File: src/rtl/mlp_sequencer.sv
// Top-level MLP scheduler: walks (Q, N, I) over layer-1 chunks/neurons, then the
// layer-2 pass, for every image, handshaking each MAC step with the adder.
module mlp_sequencer #(
  parameter int unsigned NUM_IMG    = 10,
  parameter int unsigned NUM_NEURON = 200,
  parameter int unsigned NUM_CHUNK  = 8,
  parameter int unsigned NUM_OUT    = 10,
  parameter int unsigned L2_CHUNK   = 2
) (
  input  logic       clk,
  input  logic       rst,
  input  logic       start,
  input  logic       adder_ready,
  output logic [3:0] Q,
  output logic [7:0] N,
  output logic [3:0] I,
  output logic       layer,
  output logic       step,
  output logic       img_done,
  output logic       busy,
  output logic       done
);

  localparam int unsigned QW = 4;
  localparam int unsigned NW = 8;
  localparam int unsigned IW = 4;

  localparam logic [2:0] S_IDLE  = 3'd0;
  localparam logic [2:0] S_ISSUE = 3'd1;
  localparam logic [2:0] S_WAIT  = 3'd2;
  localparam logic [2:0] S_ADV   = 3'd3;
  localparam logic [2:0] S_DONE  = 3'd4;

  logic [2:0]    state_q, state_d;
  logic [QW-1:0] q_q, q_d;
  logic [NW-1:0] n_q, n_d;
  logic [IW-1:0] i_q, i_d;
  logic          layer_q, layer_d;
  logic          step_q, step_d;
  logic          img_done_q, img_done_d;
  logic          busy_q, busy_d;
  logic          done_q, done_d;

  logic q_last, n_last, img_last, run_last;

  // End-of-range detection for the current layer's chunk/neuron counters
  always_comb begin
    q_last   = layer_q ? (q_q == QW'(L2_CHUNK)) : (q_q == QW'(NUM_CHUNK));
    n_last   = layer_q ? (n_q == NW'(NUM_OUT))  : (n_q == NW'(NUM_NEURON));
    img_last = layer_q && q_last && n_last;
    run_last = img_last && (i_q == IW'(NUM_IMG));
  end

  // Next state, counter advance and registered-output decode
  always_comb begin
    state_d = state_q;
    q_d     = q_q;
    n_d     = n_q;
    i_d     = i_q;
    layer_d = layer_q;
    case (state_q)
      S_IDLE:  if (start) state_d = S_ISSUE;
      S_ISSUE: state_d = S_WAIT;
      S_WAIT:  if (adder_ready) state_d = S_ADV;
      S_ADV: begin
        state_d = run_last ? S_DONE : S_ISSUE;
        if (!q_last) begin
          q_d = q_q + QW'(1);
        end else begin
          q_d = QW'(1);
          if (!n_last) begin
            n_d = n_q + NW'(1);
          end else begin
            n_d     = NW'(1);
            layer_d = ~layer_q;
            if (layer_q) i_d = (i_q == IW'(NUM_IMG)) ? IW'(1) : i_q + IW'(1);
          end
        end
      end
      S_DONE:  state_d = S_IDLE;
      default: state_d = S_IDLE;
    endcase
    // Outputs are decoded from the next state so they line up with it
    step_d     = (state_d == S_ISSUE);
    busy_d     = (state_d != S_IDLE);
    done_d     = (state_d == S_DONE);
    img_done_d = (state_d == S_ADV) && img_last;
  end

  always_ff @(posedge clk or posedge rst) begin
    if (rst) begin
      state_q    <= S_IDLE;
      q_q        <= QW'(1);
      n_q        <= NW'(1);
      i_q        <= IW'(1);
      layer_q    <= 1'b0;
      step_q     <= 1'b0;
      img_done_q <= 1'b0;
      busy_q     <= 1'b0;
      done_q     <= 1'b0;
    end else begin
      state_q    <= state_d;
      q_q        <= q_d;
      n_q        <= n_d;
      i_q        <= i_d;
      layer_q    <= layer_d;
      step_q     <= step_d;
      img_done_q <= img_done_d;
      busy_q     <= busy_d;
      done_q     <= done_d;
    end
  end

  assign Q        = q_q;
  assign N        = n_q;
  assign I        = i_q;
  assign layer    = layer_q;
  assign step     = step_q;
  assign img_done = img_done_q;
  assign busy     = busy_q;
  assign done     = done_q;

endmodule

File: config.mk
export PLATFORM = sky130hd
export DESIGN_NAME = mlp_sequencer
export DESIGN_NICKNAME = d
export VERILOG_FILES = /design/src/rtl/mlp_sequencer.sv
export SDC_FILE = /design/constraint.sdc
export NUM_CORES = 1
export LEC_CHECK = 0
export ABC_AREA = 1
export CAP_MARGIN = 25
export CORE_UTILIZATION = 50
export CTS_CLUSTER_DIAMETER = 50
export DETAILED_ROUTE_END_ITERATION = 7
export GPL_ROUTABILITY_DRIVEN = 0
export PLACE_DENSITY = 0.79
export SKIP_LAST_GASP = 1
export SYNTH_ARGS = -nofsm -noshare
export SYNTH_HDL_FRONTEND = slang
export SYNTH_SLANG_ARGS = --single-unit
File: constraint.sdc
create_clock -name clk -period 1.95 [get_ports clk]
set_clock_uncertainty 0.1 [all_clocks]
set_input_delay 0.2925 -clock clk [delete_from_list [all_inputs] [get_ports clk]]
set_output_delay 0.2925 -clock clk [all_outputs]
set_load 0.1 [all_outputs]
==> flow_metrics.py, run 1 <==
metrics = {
    "outcome": {
        "run_status": "completed",
    },
    "floorplan": {
        "core_area_mm2": 0.002500,
        "die-height_um": 53.84,
        "die_w_um": 53.84,
        "start_util_pct": 53.75,
        "design.die.area_mm2": 0.002899,
        "io_pins": 25,
        "core.rowCount": 18,
    },
    "global_route": {
        "global_route.usage.total_pct": 21.08,
        "number_of_antenna_violations_at_the_first_check_in_global_routing": 0,
        "grt_max_degree": 25,
        "use_met3_pct": 4.237,
        "grt-busiest-layer": "met2",
        "gr-usage-met1_pct": 26.58,
        "gr-total-overflow": 0,
        "global_route.usage.met2_pct": 35.39,
        "number_of_global_route_vias_before_repair": 1038,
        "first_pass_grt_wire_length_um": 4429,
    },
    "placed_design": {
        "detailed_placer_s_ending_hpwl_um": 2098,
        "number_of_input_and_output_port_buffers_inserted": 24,
        "detailed_place.area_mm2": 0.001762,
    },
    "sta": {
        "final_hold_violations": 0,
        "final_setup_violation_count": 0,
        "fin_setup_tns_ps": 0,
        "final.period_utilization_pct": 81.31,
        "timing_worst_slew_pin_value_ps": 324.6,
        "fin_crit_ps": 1586,
        "slew_headroom_pct": 78.31,
        "rsz0062_at_grt": "false",
        "max_freq_mhz": 630.7,
        "timing.final.max_slew_violations": 0,
    },
    "worst_setup_path": {
        "critical_path_peak_fanout": 12,
        "worst-r2r-setup-slack_ps": 360,
        "worst_ep_required_time_ps": 2060,
        "critical_path.reg2reg.endpoint": "Q[3]",
        "criticalPathCategory": "reg2reg",
        "r2r.worst_path.cells": 7,
        "cp-end-kind": "flop",
        "worstReg2RegStart": "Q[1]",
        "worst_setup_path_start_kind": "flop",
        "critical_path_arrival_ps": 1700,
    },
    "cts": {
        "worst_setup_hold_path_clk_slew_ps": 120,
        "postCtsSetupBuffers": 0,
        "cts_repair_resize_count": 0,
        "worst_skew_pair.late_latency_ps": 310,
        "clk_path_buf_depth": 2,
        "cts_sinks": 24,
        "tritoncts": "done",
        "h-tree-depth": 1,
        "cts-hold-fix-buffers": 0,
        "numCtsBuffers": 3,
        "clk_root_buffer_cell": "clkbuf_4",
    },
    "layout": {
        "final_net_count": 193,
        "area_growth_pct": 32.77,
        "post_route_cells_drive_above_1_share_pct": 29.73,
        "num-fill-cells": 209,
        "antenna_cells_inserted": 0,
        "final_cell_area_mm2": 0.001784,
    },
    "drt": {
        "vias": 1128,
        "drt.antenna.violating_nets": 0,
        "drt_iter0_markers": 16,
        "routed_wirelength_um": 2697,
        "vias_per_cell": 5.247,
        "remaining_drc_errors": 0,
        "detailedRoute.firstPassIterationCount": 4,
        "drt-wirelength-per-cell_um": 12.54,
    },
    "yosys": {
        "synth_seq_cells": 24,
        "synth_top_area_cell": "dfrtp_1",
        "seq_area_frac_synth_pct": 44.97,
        "post_synth_inst_count": 158,
        "synth_compound_area_share_pct": 9.311,
        "synth_area_per_cell_um2": 8.505,
        "netlist_top_cells_area": "dfrtp_1, nand2_1, inv_1, dfstp_2, xor2_1",
        "synth_adder_area_share_pct": 1.862,
        "post_synth_and_or_nand_nor_area_fraction_pct": 29.05,
        "synth.area.mux_share_pct": 0,
        "main_combinational_cell_family_by_area_after_synthesis": "simple AND/OR/NAND/NOR gates",
        "netlist.area_leader.share_pct": 39.11,
        "post_synth_instance_area_mm2": 0.001344,
        "syn-num-nets": 164,
        "synth_cell_types": 25,
        "synth-xor-area-share_pct": 6.425,
        "ys.warnings.count": 0,
    },
    "worst_hold_path": {
        "worstHoldPathType": "in2async",
    },
    "power_and_ir_drop": {
        "power_leakage_nw": 0.8498,
        "worst_ir_drop_vdd_mv": 1.068,
        "post-layout-total-power_mw": 2.173,
        "power_density_mw_per_mm2": 1218,
    },
    "run": {
        "max_cap_viol_count": 0,
    },
}
-- per-layer routing --
layer	vias up	part of all wire (%)
met4	0	1.6
met3	8	4.4
met5	-	0
met2	35	50
li1	557	-
met1	528	44
-- cell usage in the layout, fill, tap and decap left out, types with 3 or more instances in the layout --
cell and n:
buf_12 15, dfstp_2 3, nand3_1 12, nand2_1 30, dfrtp_2 7, nor2_1 13
clkdlybuf4s50_1 3, o21ai_1 5, nand4_1 6, buf_4 7, a21oi_1 7, dfrtp_1 14
o21ai_0 6, clkbuf_4 3, o21ai_2 4, xor2_1 8, inv_2 4, inv_1 23
-- synth_stat cells, drive strengths merged --
library cell  instances
xor2                  9
dfstp                 3
dfrtp                21
nand4                 6
buf                   1
nor2                 18
or2                   1
a21oi                 7
o21ai                15
nand3                14
inv                  27
nand2                33
nor3                  1
ha                    2
-- worst max-delay path by stage --
| stage | to | start | cells after the start |
|---|---|---|---|
| global placement | Q[3] | Q[1] | 7 |
| global route | Q[3] | Q[1] | 7 |
| floorplan | I[3] | I[2] | 4 |
| finish | Q[3] | Q[1] | 7 |
| detailed placement | Q[3] | layer | 6 |
| CTS | Q[3] | Q[1] | 7 |
-- cell families after synthesis --
logic type	count (synthesis)
xor gates and xnor gates	9
adders and majority gates	2
and+or+nand+nor	73
AOI/OAI and AO/OA	22
DFF	24
buffers and inverters	28
-- where the power goes --
part / internal [mW] / leakage (nW) / switching [mW]
registers: 0.615 / 0.302 / 0.137
clock network: 0.0724 / 0.0138 / 0.144
logic: 0.363 / 0.534 / 0.843
total: 1.05 / 0.850 / 1.12
-- final cells by class --
| cell class | count | area [um^2] | share of cell area (%) |
|---|---|---|---|
| flip-flops and latches | 24 | 613.1 | 34.36 |
| well taps | 30 | 37.54 | 2.104 |
| repair buffers | 25 | 382.9 | 21.46 |
| clock buffers | 3 | 22.52 | 1.262 |
| multi-input cells | 106 | 626.9 | 35.13 |
| inverters | 27 | 101.3 | 5.680 |
-- worst max-delay path, stage by stage (launching register included) --
cell and delay (ps):
dfrtp_1 500, inv_1 80, o21ai_0 80, nand3_1 160, nor2_4 300, inv_2 120, o21ai_0 90, a21oi_1 50
-- through the flow --
step | hold WS, ps | util [%] | instances | setup WS (ps)
3_5_place_dp | 433.0 | 70.47 | 212 | 376.9
3_3_place_gp | 424.1 | 70.47 | 212 | 433.4
6_report | 201.2 | 71.37 | 215 | 364.5
4_1_cts | 214.6 | 71.37 | 215 | 359.4
5_1_grt | 233.9 | 71.37 | 215 | 256.2
2_1_floorplan | 204.4 | - | 158 | 38.65
-- registers in the layout (all words and copies together) (netlist names) --
signal    flops
img_done      1
N             8
busy          1
state_q       3
Q             4
I             4
layer         1
step          1
done          1
Note: power is estimated with default switching activity, not from simulation.
==> run 2: changes to the inputs <==
Clock period 1.95 ns to 1.6 ns, I/O delays scaled along.
==> run 2 against run 1 <==
Final area increased by 16%. Critical path type unchanged. Core utilization increased by 11 points. First-iteration DRC count increased to 3.9 times the previous value. Register-to-register slack got worse by 350 ps. Die area unchanged. Clock power increased by 110%. Cell count increased by 5.6%. Hold slack got worse by 73 ps. Combinational power increased by 43%. Critical path depth unchanged. Setup slack got worse by 350 ps. Via count increased by 9.8%.
==> flow_metrics.py, run 2 (same netlist as run 1, synthesis figures left out) <==
metrics = {
    "outcome": {
        "run_status": "completed",
    },
    "floorplan": {
        "core.rowCount": 18,
        "start_util_pct": 53.75,
        "die_w_um": 53.84,
        "design.die.area_mm2": 0.002899,
        "die-height_um": 53.84,
        "io_pins": 25,
        "core_area_mm2": 0.002500,
    },
    "global_route": {
        "gr-total-overflow": 0,
        "grt_max_degree": 25,
        "number_of_antenna_violations_at_the_first_check_in_global_routing": 0,
        "number_of_global_route_vias_before_repair": 1137,
        "first_pass_grt_wire_length_um": 5361,
        "global_route.usage.total_pct": 26.33,
    },
    "worst_setup_path": {
        "slowest_delay_ps": 490,
        "worst_setup_path_start_kind": "flop",
        "cpLargestDelayFamily": "simple AND/OR/NAND/NOR gates",
        "critical-path-top-cell-by-count": "nor2_1",
        "worst-path-buf-inv": 1,
        "r2r.worst_path.cells": 7,
        "criticalPathCategory": "reg2reg",
        "worst-r2r-setup-slack_ps": 10,
        "standard_cell_with_the_maximum_stage_delay_on_the_critical_path": "dfrtp_4",
        "cp-end-kind": "flop",
        "worst_path_cell_trace": "inv_1 > nor2_1 > nand3_1 > nor2_1 > nand4_1 > a21oi_2 > nand2_1",
        "critical_path.reg2reg.endpoint": "busy",
        "critical_path_arrival_ps": 1720,
        "worstReg2RegStart": "N[3]",
        "worst_ep_required_time_ps": 1730,
        "critical_path_peak_fanout": 6,
    },
    "cts": {
        "numCtsBuffers": 3,
        "clk_path_buf_depth": 2,
        "clk_root_buffer_cell": "clkbuf_4",
        "tritoncts": "done",
        "h-tree-depth": 1,
        "worst_setup_hold_path_clk_slew_ps": 130,
        "cts_sinks": 24,
        "cts-hold-fix-buffers": 0,
        "worst_skew_pair.late_latency_ps": 320,
    },
    "layout": {
        "final_net_count": 204,
        "post_route_cells_drive_above_1_share_pct": 42.13,
        "layout_commonest_cell": "nand2_1",
        "layout.core_utilization_pct": 82.53,
        "final_cell_area_mm2": 0.002063,
        "area_growth_pct": 53.54,
        "final-instance-count-excl-fill": 227,
        "antenna_cells_inserted": 0,
        "layout_common_cells": "nand2_1, buf_12, inv_1",
        "num-fill-cells": 134,
        "max_ffs_per_register": 8,
    },
    "drt": {
        "routed_wirelength_um": 3387,
        "detailedRoute.firstPassIterationCount": 4,
        "drt.antenna.violating_nets": 0,
        "drt-wirelength-per-cell_um": 14.92,
        "drt_iter0_markers": 63,
        "vias_per_cell": 5.458,
        "vias": 1239,
        "remaining_drc_errors": 0,
    },
    "sta": {
        "slew_headroom_pct": 78.21,
        "holdWs_ps": 128.5,
        "fin_ws_ps": 11.52,
        "fin_setup_tns_ps": 0,
        "final.period_utilization_pct": 99.28,
        "timing.final.max_slew_violations": 0,
        "max_freq_mhz": 629.5,
        "timing_worst_slew_pin_value_ps": 323.5,
        "rsz0062_at_grt": "true",
        "final_hold_violations": 0,
        "fin_crit_ps": 1588,
        "final_setup_violation_count": 0,
    },
    "power_and_ir_drop": {
        "worst_ir_drop_vdd_mv": 1.541,
        "post-layout-total-power_mw": 3.162,
        "power_leakage_nw": 0.9328,
        "power_density_mw_per_mm2": 1533,
    },
    "placed_design": {
        "detailed_placer_s_ending_hpwl_um": 2254,
        "dp_slack_ps": -45.16,
        "detailed_place.area_mm2": 0.001922,
        "number_of_input_and_output_port_buffers_inserted": 24,
        "place.detailed.instances": 214,
    },
    "run": {
        "max_cap_viol_count": 0,
    },
    "worst_hold_path": {
        "worstHoldPathType": "in2async",
    },
}
## run 2: cell count changes in the layout (fill, tap and decap cells not counted), moves of 4 or more
cell | previous run | this run
dfrtp_4 | 0 | 10
buf_12 | 15 | 22
dfrtp_1 | 14 | 7
buf_4 | 7 | 11
## run 2: area by class of cell
cell class	count	area [um^2]	area share, %
Tap cell	30	37.54	1.819
Inverter	27	101.3	4.912
Timing Repair Buffer	36	553.0	26.80
Multi-Input combinational cell	106	660.6	32.02
Sequential cell	24	658.1	31.90
Clock inverter	1	30.03	1.455
Clock buffer	3	22.52	1.092
## run 2: repair_timing
| item | CTS | global route |
|---|---|---|
| endpoints found under the setup margin | 9 | 15 |
| gates resized for setup | 2 | 4 |
| buffers inserted | 2 | 7 |
| pin swaps | 2 | 3 |
## run 2: layer usage
metal / routed length (um) / vias to the layer above / global-route usage (%)
li1: - / 579 / -
met1: 1379 / 589 / 32.68
met2: 1730 / 60 / 45.06
met3: 193 / 11 / 3.390
met4: 85 / 0 / 11.84
met5: 0 / - / 0
## run 2: worst max-delay path by stage
stage / startpoint / endpoint / slack, ps / cells after the start
CTS: N[0] / I[0] / 2 / 7
finish: N[3] / busy / 10 / 7
detailed placement: layer / Q[3] / -50 / 6
floorplan: N[2] / I[1] / -8 / 8
global route: N[3] / busy / -90 / 7
global placement: layer / Q[3] / 60 / 6
## run 2: worst reg2reg max path, stage by stage (launching register included)
cell and delay (ps):
dfrtp_4 490, inv_1 90, nor2_1 130, nand3_1 100, nor2_1 130, nand4_1 150
a21oi_2 220, nand2_1 80
## run 2: report_power, final
group / leakage, nW / total (mW) / switching, mW / internal, mW
logic: 0.615 / 1.73 / 1.12 / 0.611
clock network: 0.0279 / 0.446 / 0.193 / 0.254
registers: 0.290 / 0.981 / 0.195 / 0.787
total: 0.933 / 3.16 / 1.51 / 1.65
==> run 3: changes to the inputs <==
Settings changed: GPL_ROUTABILITY_DRIVEN 0 to not set, SETUP_SLACK_MARGIN set to 0.02.
==> run 3 against run 2 <==
Register-to-register slack hardly changed. Combinational power is 2% higher. Maximum frequency hardly changed. Power is 1.7% higher. Setup slack worse by 0.90 ps. Cell count is 3.1% higher.
==> flow_metrics.py, run 3 (same netlist as run 1, synthesis figures left out) <==
metrics = {
    "outcome": {
        "run_status": "completed",
    },
    "sta": {
        "timing.final.max_slew_violations": 0,
        "final.period_utilization_pct": 99.34,
        "final_hold_violations": 0,
        "fin_crit_ps": 1589,
        "max_freq_mhz": 629.2,
        "slew_headroom_pct": 78.59,
        "rsz0062_at_grt": "true",
        "timing_worst_slew_pin_value_ps": 321.1,
        "fin_ws_ps": 10.62,
        "final_setup_violation_count": 0,
    },
    "worst_setup_path": {
        "r2r.worst_path.cells": 6,
        "worst-r2r-setup-slack_ps": 10,
        "cp-end-kind": "flop",
        "critical_path_peak_fanout": 7,
        "worst_path_cell_trace": "o21ai_2 > nand3_2 > nor2_4 > inv_2 > o21ai_0 > a21oi_1",
        "worst_ep_required_time_ps": 1730,
        "critical_path.reg2reg.endpoint": "Q[3]",
        "worstReg2RegStart": "layer",
        "worst_setup_path_start_kind": "flop",
        "criticalPathCategory": "reg2reg",
        "standard_cell_with_the_maximum_stage_delay_on_the_critical_path": "dfrtp_4",
        "critical_path_arrival_ps": 1720,
        "slowest_delay_ps": 550,
    },
    "run": {
        "max_cap_viol_count": 0,
    },
    "power_and_ir_drop": {
        "worst_ir_drop_vdd_mv": 1.900,
        "register_share_of_total_power_pct": 30.6,
        "switchingPower_mw": 1.573,
        "p_sw_share_pct": 48.89,
        "cell_internal_pwr_mw": 1.644,
        "post-layout-total-power_mw": 3.217,
        "share_comb_of_total_power_pct": 55.0,
        "power_leakage_nw": 0.9581,
        "clock_power_share_pct": 14.4,
        "power_density_mw_per_mm2": 1478,
    },
    "drt": {
        "drt_iter0_markers": 40,
        "drt.antenna.violating_nets": 0,
        "vias": 1312,
        "detailedRoute.firstPassIterationCount": 4,
        "vias_per_cell": 5.607,
        "drt-wirelength-per-cell_um": 16.96,
        "routed_wirelength_um": 3968,
        "remaining_drc_errors": 0,
    },
    "layout": {
        "max_ffs_per_register": 8,
        "area_growth_pct": 61.92,
        "layout_commonest_cell": "nand2_1",
        "final_net_count": 211,
        "antenna_cells_inserted": 0,
        "layout_common_cells": "nand2_1, buf_12, inv_1, buf_4, dfrtp_4",
        "num-fill-cells": 98,
        "post_route_cells_drive_above_1_share_pct": 49.02,
    },
    "floorplan": {
        "start_util_pct": 53.75,
        "die-height_um": 53.84,
        "io_pins": 25,
        "die_w_um": 53.84,
        "design.die.area_mm2": 0.002899,
        "core.rowCount": 18,
        "core_area_mm2": 0.002500,
    },
    "placed_design": {
        "number_of_input_and_output_port_buffers_inserted": 24,
        "dp_slack_ps": 26.47,
        "detailed_placer_s_ending_hpwl_um": 2288,
        "globalplace.congestion": 0.9068,
    },
    "cts": {
        "clk_path_buf_depth": 2,
        "h-tree-depth": 1,
        "numCtsBuffers": 3,
        "worst_skew_pair.late_latency_ps": 340,
        "cts-hold-fix-buffers": 0,
        "cts_sinks": 24,
        "clk_root_buffer_cell": "clkbuf_4",
        "tritoncts": "done",
        "worst_setup_hold_path_clk_slew_ps": 150,
    },
    "global_route": {
        "number_of_antenna_violations_at_the_first_check_in_global_routing": 0,
        "gr-total-overflow": 0,
        "first_pass_grt_wire_length_um": 5195,
        "global_route.usage.total_pct": 25.82,
        "number_of_global_route_vias_before_repair": 1183,
        "grt_max_degree": 25,
    },
    "worst_hold_path": {
        "worstHoldPathType": "in2async",
    },
}
-- run 3: changes by cell type in the layout (fill, tap and decap cells not counted), moves of 2 or more --
cell,previous run,this run
inv_1,20,18
dfrtp_2,4,2
nand2_2,2,4
inv_4,0,2
nor2_4,2,5
nand2_1,30,28
dfrtp_4,10,12
buf_4,11,18
o21ai_2,4,6
-- run 3: power by group through the flow --
stage | Combinational [mW] | Sequential, mW | Clock (mW)
6_report | 1.77 | 0.985 | 0.463
5_1_grt | 1.85 | 1.00 | 0.480
4_1_cts | 1.66 | 0.979 | 0.453
3_5_place_dp | 1.61 | 0.991 | 0
3_3_place_gp | 1.57 | 0.977 | 0
2_1_floorplan | 0.443 | 1.58 | 0
-- run 3: final cells by class --
class	count	area (um^2)	share of cell area [%]
well taps	30	37.54	1.725
clock buffers	3	22.52	1.035
flip-flops and latches	24	663.1	30.48
inverters	27	106.4	4.888
multi-input cells	107	730.7	33.58
repair buffers	42	585.6	26.91
clock inverters	1	30.03	1.380
-- run 3: per-stage QoR --
stage / hold slack, ps / TNS [ps] / utilization [%] / std cells / area [um^2]
global placement: 456.5 / 0 / 77.98 / 217 / 1949
detailed placement: 466.5 / 0 / 77.98 / 217 / 1949
finish: 121.3 / 0 / 87.04 / 234 / 2176
floorplan: 152.5 / -4.235 / - / 158 / 1428
CTS: 142.7 / 0 / 81.43 / 225 / 2036
global route: 158.6 / -281.4 / 87.04 / 234 / 2176
-- run 3: worst max-delay path: cells and delay by family, from the launching register on --
kind | cells | cell delay (ps)
compound gates | 3 | 370
buf+inv | 1 | 100
flops | 1 | 550
simple gates | 2 | 360
-- run 3: routing by layer --
metal  global-route usage (%)  routed length, um  up-vias
li1                         -                  -      593
met1                    28.52               1559      638
met2                    45.06               2080       61
met3                    5.085                178       20
met4                    15.79                150        0
met5                        0                  0        -
-- run 3: how the worst max path moves through the flow --
stage,startpoint,to,slack (ps),cells past startpoint
after floorplan,N[1],I[3],-4,7
after global placement,layer,N[0],70,5
after detailed placement,layer,N[1],30,5
after CTS,N[0],I[0],20,7
after global routing,layer,Q[3],-90,6
final,layer,Q[3],10,6
-- run 3: what timing repair did --
item	in CTS	in global routing
pin swaps	1	9
setup buffers	3	9
hold endpoints to repair	0	0
setup endpoints to repair	5	18
resized for setup	1	21
gates cloned	1	0
